## src/rtl/cbus_sram_burst_bridge_pkg.sv

```systemverilog
// cbus_sram_burst_bridge_pkg: CBus request/response types, burst/size codes and bridge state shared by the bridge.
package cbus_sram_burst_bridge_pkg;
  localparam logic [1:0] AXI_BURST_FIXED = 2'd0;
  localparam logic [1:0] AXI_BURST_INCR = 2'd1;
  localparam logic [1:0] AXI_BURST_WRAP = 2'd2;
  localparam logic [2:0] MSIZE1 = 3'd0;
  localparam logic [2:0] MSIZE2 = 3'd1;
  localparam logic [2:0] MSIZE4 = 3'd2;
  localparam logic [2:0] MSIZE8 = 3'd3;
  typedef struct packed {
    logic valid;
    logic is_write;
    logic [2:0] size;
    logic [63:0] addr;
    logic [7:0] strobe;
    logic [63:0] data;
    logic [7:0] len;
    logic [1:0] burst;
  } cbus_req_t;
  typedef struct packed {
    logic ready;
    logic last;
    logic [63:0] data;
  } cbus_resp_t;
  typedef enum logic [1:0] {IDLE, WRITE, READ, DRAIN} bridge_state_t;
  typedef enum logic [1:0] {SEL_SRAM, SEL_MTIME, SEL_ZERO} rsel_t;
  // One in-flight read beat: its data source is decided at issue, not at return.
  typedef struct packed {
    logic valid;
    logic last;
    logic err;
    rsel_t sel;
    logic [63:0] sample;
  } pipe_t;
  function automatic logic [63:0] expand_strobe(input logic [7:0] s);
    logic [63:0] m;
    for (int k = 0; k < 8; k++) m[8*k +: 8] = {8{s[k]}};
    return m;
  endfunction
endpackage

```

## src/rtl/cbus_burst_addr_gen.sv

```systemverilog
// cbus_burst_addr_gen: beat address for FIXED/INCR/WRAP bursts and burst/size/len legality.
module cbus_burst_addr_gen
  import cbus_sram_burst_bridge_pkg::*;
(
  input  logic [63:0] addr,
  input  logic [7:0]  len,
  input  logic [1:0]  burst,
  input  logic [2:0]  size,
  input  logic [7:0]  beat,
  output logic [63:0] a_i,
  output logic        legal
);
  logic [63:0] mask, incr;
  logic wrap_len_ok;
  always_comb begin
    mask = (({56'd0, len} + 64'd1) << 3) - 64'd1;
    incr = addr + {53'd0, beat, 3'd0};
    wrap_len_ok = len == 8'd1 || len == 8'd3 || len == 8'd7 || len == 8'd15;
    a_i = burst == AXI_BURST_FIXED ? addr :
          burst == AXI_BURST_WRAP ? (addr & ~mask) | (incr & mask) : incr;
    legal = burst == AXI_BURST_FIXED ||
            (size == MSIZE8 && (burst == AXI_BURST_INCR || (burst == AXI_BURST_WRAP && wrap_len_ok)));
  end
endmodule

```

## src/rtl/cbus_sram_burst_bridge.sv

```systemverilog
// cbus_sram_burst_bridge: splits a CBus burst into per-beat SRAM accesses with MMIO intercepts,
// range/legality faulting and a configurable-latency read return pipe.
module cbus_sram_burst_bridge
  import cbus_sram_burst_bridge_pkg::*;
#(
  parameter int          IDX_W      = 26,
  parameter logic [63:0] MEM_BASE   = 64'h8000_0000,
  parameter int          SRAM_LAT   = 1,
  parameter logic [63:0] MTIME_ADDR = 64'h3800_bff8,
  parameter logic [63:0] ZERO_ADDR  = 64'h4060_0008
) (
  input  logic        clk,
  input  logic        resetn,
  input  cbus_req_t   oreq,
  output cbus_resp_t  oresp,
  output logic [63:0] rIdx,
  input  logic [63:0] rdata,
  output logic [63:0] wIdx,
  output logic [63:0] wdata,
  output logic [63:0] wmask,
  output logic        wen,
  output logic        en,
  output logic        err
);
  bridge_state_t state, state_nxt;
  logic [63:0] addr_q, mtime, a_i, off, idx;
  logic [7:0] len_q, beat;
  logic [1:0] burst_q;
  logic [2:0] size_q;
  logic fault_q, legal, in_range, is_mtime, is_zero, beat_fault, issue, wr, last_issue, sram_ok;
  pipe_t pipe [SRAM_LAT];
  pipe_t pipe_in, pipe_out;

  cbus_burst_addr_gen u_addr_gen (
    .addr(addr_q), .len(len_q), .burst(burst_q), .size(size_q), .beat(beat),
    .a_i(a_i), .legal(legal)
  );

  always_comb begin
    off = a_i - MEM_BASE;
    idx = 64'(off[IDX_W+2:3]);
    in_range = (off >> (IDX_W + 3)) == 64'd0;
    is_mtime = a_i == MTIME_ADDR;
    is_zero = a_i == ZERO_ADDR;
    beat_fault = !legal || (!is_mtime && !is_zero && !in_range);
    wr = state == WRITE;
    issue = wr || state == READ;
    last_issue = beat == len_q;
    sram_ok = issue && !beat_fault && !is_mtime && !is_zero;
    pipe_out = pipe[SRAM_LAT-1];
    pipe_in = '{valid: state == READ, last: last_issue, err: last_issue && (fault_q || beat_fault),
                sel: (beat_fault || is_zero) ? SEL_ZERO : is_mtime ? SEL_MTIME : SEL_SRAM,
                sample: mtime};
  end

  assign en = sram_ok;
  assign wen = sram_ok && wr;
  assign rIdx = (sram_ok && !wr) ? idx : '0;
  assign wIdx = wen ? idx : '0;
  assign wdata = wr ? oreq.data : '0;
  assign wmask = wr ? expand_strobe(oreq.strobe) : '0;
  assign oresp.ready = wr || pipe_out.valid;
  assign oresp.last = wr ? last_issue : pipe_out.valid && pipe_out.last;
  assign oresp.data = !pipe_out.valid ? '0 : pipe_out.sel == SEL_SRAM ? rdata :
                      pipe_out.sel == SEL_MTIME ? pipe_out.sample : '0;
  assign err = wr ? last_issue && (fault_q || beat_fault) : pipe_out.valid && pipe_out.err;

  always_comb begin
    state_nxt = state;
    case (state)
      IDLE: state_nxt = !oreq.valid ? IDLE : oreq.is_write ? WRITE : READ;
      WRITE: state_nxt = last_issue ? IDLE : WRITE;
      READ: state_nxt = last_issue ? DRAIN : READ;
      DRAIN: state_nxt = (pipe_out.valid && pipe_out.last) ? IDLE : DRAIN;
      default: state_nxt = IDLE;
    endcase
  end

  always_ff @(posedge clk or negedge resetn) begin
    if (!resetn) begin
      state <= IDLE;
      addr_q <= '0;
      len_q <= '0;
      burst_q <= '0;
      size_q <= '0;
      beat <= '0;
      fault_q <= 1'b0;
      mtime <= '0;
    end else begin
      state <= state_nxt;
      mtime <= mtime + 64'd1;
      if (state == IDLE && oreq.valid) begin
        addr_q <= oreq.addr;
        len_q <= oreq.len;
        burst_q <= oreq.burst;
        size_q <= oreq.size;
        beat <= '0;
        fault_q <= 1'b0;
      end else if (issue) begin
        beat <= beat + 8'd1;
        fault_q <= fault_q || beat_fault;
      end
    end
  end

  // Reset empties the pipe so in-flight read data is never returned.
  always_ff @(posedge clk or negedge resetn) begin
    if (!resetn) begin
      for (int i = 0; i < SRAM_LAT; i++) pipe[i] <= '0;
    end else begin
      pipe[0] <= pipe_in;
      for (int i = 1; i < SRAM_LAT; i++) pipe[i] <= pipe[i-1];
    end
  end

  a_valid_held: assert property (@(posedge clk) disable iff (!resetn) state != IDLE |-> oreq.valid);
endmodule
```

## config.mk

```make
export PLATFORM = sky130hd
export DESIGN_NAME = cbus_sram_burst_bridge
export DESIGN_NICKNAME = d
export VERILOG_FILES = /design/src/rtl/cbus_sram_burst_bridge_pkg.sv /design/src/rtl/cbus_burst_addr_gen.sv /design/src/rtl/cbus_sram_burst_bridge.sv
export SDC_FILE = /design/constraint.sdc
export NUM_CORES = 1
export LEC_CHECK = 0
export CAP_MARGIN = 20
export CORE_AREA = 5 5 208 210
export DETAILED_ROUTE_END_ITERATION = 7
export DIE_AREA = 0 0 213 215
export PLACE_DENSITY = 0.77
export SYNTH_ARGS = -nofsm -noshare
export SYNTH_HDL_FRONTEND = slang
export SYNTH_SLANG_ARGS = --single-unit
```

## constraint.sdc

```tcl
create_clock -name clk -period 6.2 [get_ports clk]
set_clock_uncertainty 0.2 [all_clocks]
set_input_delay 0.62 -clock clk [delete_from_list [all_inputs] [get_ports clk]]
set_output_delay 0.62 -clock clk [all_outputs]
set_load 0.02 [all_outputs]
```

==> reports/results.md <==
| Parameter | Value | Unit |
|:---|:---|:---|
| Pins Over Slew Limit | 0 | - |
| Die Footprint | 45800 | um^2 |
| R2R cell count | 15 | - |
| Total of max-cap violations | 0 | - |
| Row Count | 75 | - |
| Drt first-iter violations | 737 | - |
| Drt via density | 5.061 | - |
| I/O Buffers | 465 | - |
| CP peak stage delay | 0.53 | ns |
| Initial antenna violation count | 18 | - |
| Hold WS | 0.1840 | ns |
| CTS tree | yes | - |
| Flop and latch count out of synthesis | 221 | - |
| Initial standard-cell utilization of the core | 34.70 | % |
| Number of nets still failing antenna checks after routing | 0 | - |
| Number of flops mapped to enable cells by yosys | 0 | - |
| Non-filler cells, final | 2672 | - |
| CP Launch Point | addr_q[9]$_DFFE_PN0P_ | - |
| Maximum level of the CTS H-tree | 1 | - |
| Leading cell types by total area after synthesis | sky130_fd_sc_hd__dfrtp_1 39%, sky130_fd_sc_hd__nand2_1 7.0%, sky130_fd_sc_hd__buf_4 7.0%, sky130_fd_sc_hd__xnor2_1 6.6%, sky130_fd_sc_hd__mux2i_1 5.1% | - |
| Most used standard cell by instance count after synthesis | sky130_fd_sc_hd__nand2_1 | - |
| Post-synthesis instance area | 14360 | um^2 |
| Top-area cell type share of the netlist area | 38.52 | % |
| Filler cell count | 3908 | - |
| Origin of the critical flop-to-flop path | addr_q[9]$_DFFE_PN0P_ | - |
| Core Area | 41380 | um^2 |
| Endpoints failing hold | 0 | - |
| Detailed placer's ending HPWL | 43.09 | mm |
| Crit start category | flip-flop | - |
| Routed length on met2 | 24.66 | mm |
| Clock-pin transition on the worst setup and hold timing paths | 0.06 | ns |
| Clock sink total | 221 | - |
| Slowest cell on the critical path | sky130_fd_sc_hd__or4_1 | - |
| Tcrit/Tclk final | 96.57 | % |
| Count of placed standard cells including taps | 2603 | - |
| Path type of the worst min-delay path | flip-flop to flip-flop | - |
| Topmost layer with routed signal wires | met5 | - |
| Count of vias placed by the detailed router | 13520 | - |
| Congestion Overflow GR | 0 | - |
| Number of standard cells after synthesis | 1666 | - |
| Largest fanout of any net on the critical path | 8 | - |
| I/O pin count | 542 | - |
| Setup TNS | 0 | ns |
| Total power of the final layout | 0.003328 | W |
| Metal3 WL | 4.627 | mm |
| Destination of the worst register-to-register timing path | pipe[65]$_DFF_PN0_ | - |
| Met1 wire length | 24.42 | mm |
| Leakage power summed over all cells | 8.489 | nW |
| RePlAce Congestion | 0.9879 | - |
| # nets final | 2344 | - |
| Cts bufs inserted | 26 | - |
| Minimum clock period | 5.987 | ns |
| Endpoint type of the worst setup path | primary output | - |
| Cell-by-cell trace of the critical path | ha_2 > o21ai_0 > a2111oi_2 > o221ai_1 > buf_4 > nor4_4 > xnor2_1 > nand4_1 > nor4b_4 > nand3_1 > or3b_1 > or4_1 > o41ai_2 > and2_4 > buf_2 | - |
| Total global-route track usage | 22.73 | % |
| Clock tree buffer depth | 3 | - |
| Worst Hold Path EP | pipe[22]$_DFF_PN0_ | - |
| Count of TritonRoute iterations in the first routing pass | 7 | - |
| CP required | 5.38 | ns |
| Dominant register cell in the synthesized netlist | sky130_fd_sc_hd__dfrtp_1 | - |
| Type of the setup path with the least slack | flip-flop to primary output | - |
| Commonest cells in the synthesized netlist | 269 x sky130_fd_sc_hd__nand2_1, 221 x sky130_fd_sc_hd__dfrtp_1, 135 x sky130_fd_sc_hd__nor2_1 | - |
| Highest ir drop seen on vdd | 0.1707 | mV |
| Total wirelength of the detailed-routed design | 54.80 | mm |
| Horizontal die dimension | 213 | um |
| Y dimension of the die | 215 | um |
| Clock latency of the later-clocked register in the worst-skew pair | 0.54 | ns |
| Fraction of layout cells with a size suffix above 1 | 12.79 | % |
| Wire length of the first global-routing pass | 80.89 | mm |
| Flop2flop setup slack | 1.27 | ns |
| Arr. time, crit path | 5.17 | ns |
| Synth-to-Final Area Change | 40.96 | % |
| Mapped Avg Cell Area | 8.619 | um^2 |
| Library cell used as clock root buffer | sky130_fd_sc_hd__clkbuf_16 | - |
| Final setup violation count | 0 | - |
| Achievable clock frequency | 167.0 | MHz |
| Status | completed | - |
| Cell type with the largest total area after synthesis | sky130_fd_sc_hd__dfrtp_1 | - |
| Final std cell area, no fill | 20240 | um^2 |
| DRC errors left | 0 | - |
| Fraction of the yosys area taken by sequential cells | 38.52 | % |
| Number of global-route vias before repair | 13330 | - |
| Start point of the worst hold path | mtime[22]$_DFF_PN0_ | - |
| Number of different library cells in the post-synthesis netlist | 89 | - |
| Placement Cell Area | 19170 | um^2 |
| Async SR Flop Fraction | 100.0 | % |
| Relative max-transition margin | 27.73 | % |
| Number of cells on the worst hold path | 0 | - |
| P per Cell Area | 164.4 | nW/um^2 |
| Warning count from the yosys run | 0 | - |
| Wire per inst | 20.51 | um |
| Largest net degree at the start of global routing | 90 | - |
| Slew of the pin with the lowest slew margin | 1.084 | ns |
-- cells in the final DEF, fill, tap and decap left out, drive strengths merged, types with 5 or more instances in the layout --
master	instances
a31oi	5
buf	97
or4	8
and4	7
o211ai	9
or3	13
and2	88
bufinv	5
dfrtp	221
nand2	269
diode	6
or2	12
nand3	69
nor4	28
and3	28
a21o	6
nand4	50
clkdlybuf4s50	409
nor2b	6
xor2	32
o21ai	44
ha	18
nor2	135
clkbuf	73
xnor2	108
a21oi	29
inv	36
clkinv	6
nor3	80
conb	76
mux2i	73
-- worst max-delay path by stage --
stage / end / cells after the start
final: en / 15
after global routing: en / 18
after CTS: err / 19
after detailed placement: wIdx[17] / 15
after global placement: wIdx[17] / 17
after floorplan: rIdx[17] / 17
-- final cells by class --
type	instances	area [um^2]	share of cell area, %
flip-flops and latches	221	5538	27.36
clock inverters	16	225.2	1.113
multi-input cells	1276	7869	38.88
diodes	6	15.01	0.07418
clock buffers	31	710.7	3.511
inverters	33	123.9	0.6120
repair buffers	550	5085	25.12
well taps	539	674.4	3.332
-- flip-flops by register name (all words and copies together) (netlist names) --
signal and flops:
fault_q 1, beat 8, mtime 64, addr_q 64, burst_q 2, len_q 8
size_q 3, state 2, pipe 69
-- critical path: cells and delay by family (launching register included) --
| kind | cells | cell delay [ns] |
|---|---|---|
| compound gates | 4 | 1.14 |
| fa+ha+maj | 1 | 0.39 |
| flops | 1 | 0.41 |
| xor+xnor | 1 | 0.18 |
| buf+inv | 2 | 0.41 |
| simple gates | 7 | 2.09 |
-- layer usage --
metal / track usage, % / up-vias
li1: - / 6365
met1: 32.19 / 6498
met2: 35.95 / 562
met3: 5.236 / 78
met4: 4.310 / 20
met5: 0 / -
-- where the power goes --
group          leakage [nW]  total [W]  internal [W]  switching [W]
Combinational          5.11   0.000225      0.000127      0.0000986
Sequential             2.92    0.00144       0.00144              0
Clock                 0.458    0.00166       0.00103       0.000630
Total                  8.49    0.00333       0.00260       0.000729
-- stage by stage --
stage | worst slack (ns) | util [%]
2_1_floorplan | 0.7878 | -
3_3_place_gp | 0.09377 | 46.31
3_5_place_dp | -0.2067 | 46.31
4_1_cts | 0.006940 | 48.71
5_1_grt | -0.03876 | 48.87
6_report | 0.2128 | 48.91
-- cell families after synthesis --
logic type	Yosys count	share of synthesized area (%)
buf+inv	245	10.26
flops	221	38.52
simple gates	825	29.18
xor+xnor	140	8.540
compound gates	141	6.597
mux	74	5.167
fa+ha+maj	19	1.708
other cells	1	0.02612
-- timing repair --
action	CTS	global route
hold buffers	1	0
hold endpoints to repair	87	0
pin swaps	4	14
gates resized for setup	64	172
buffers inserted	5	9
setup endpoints to repair	55	55
gates cloned	1	0
No activity file was read; power rests on OpenSTA's default activity.
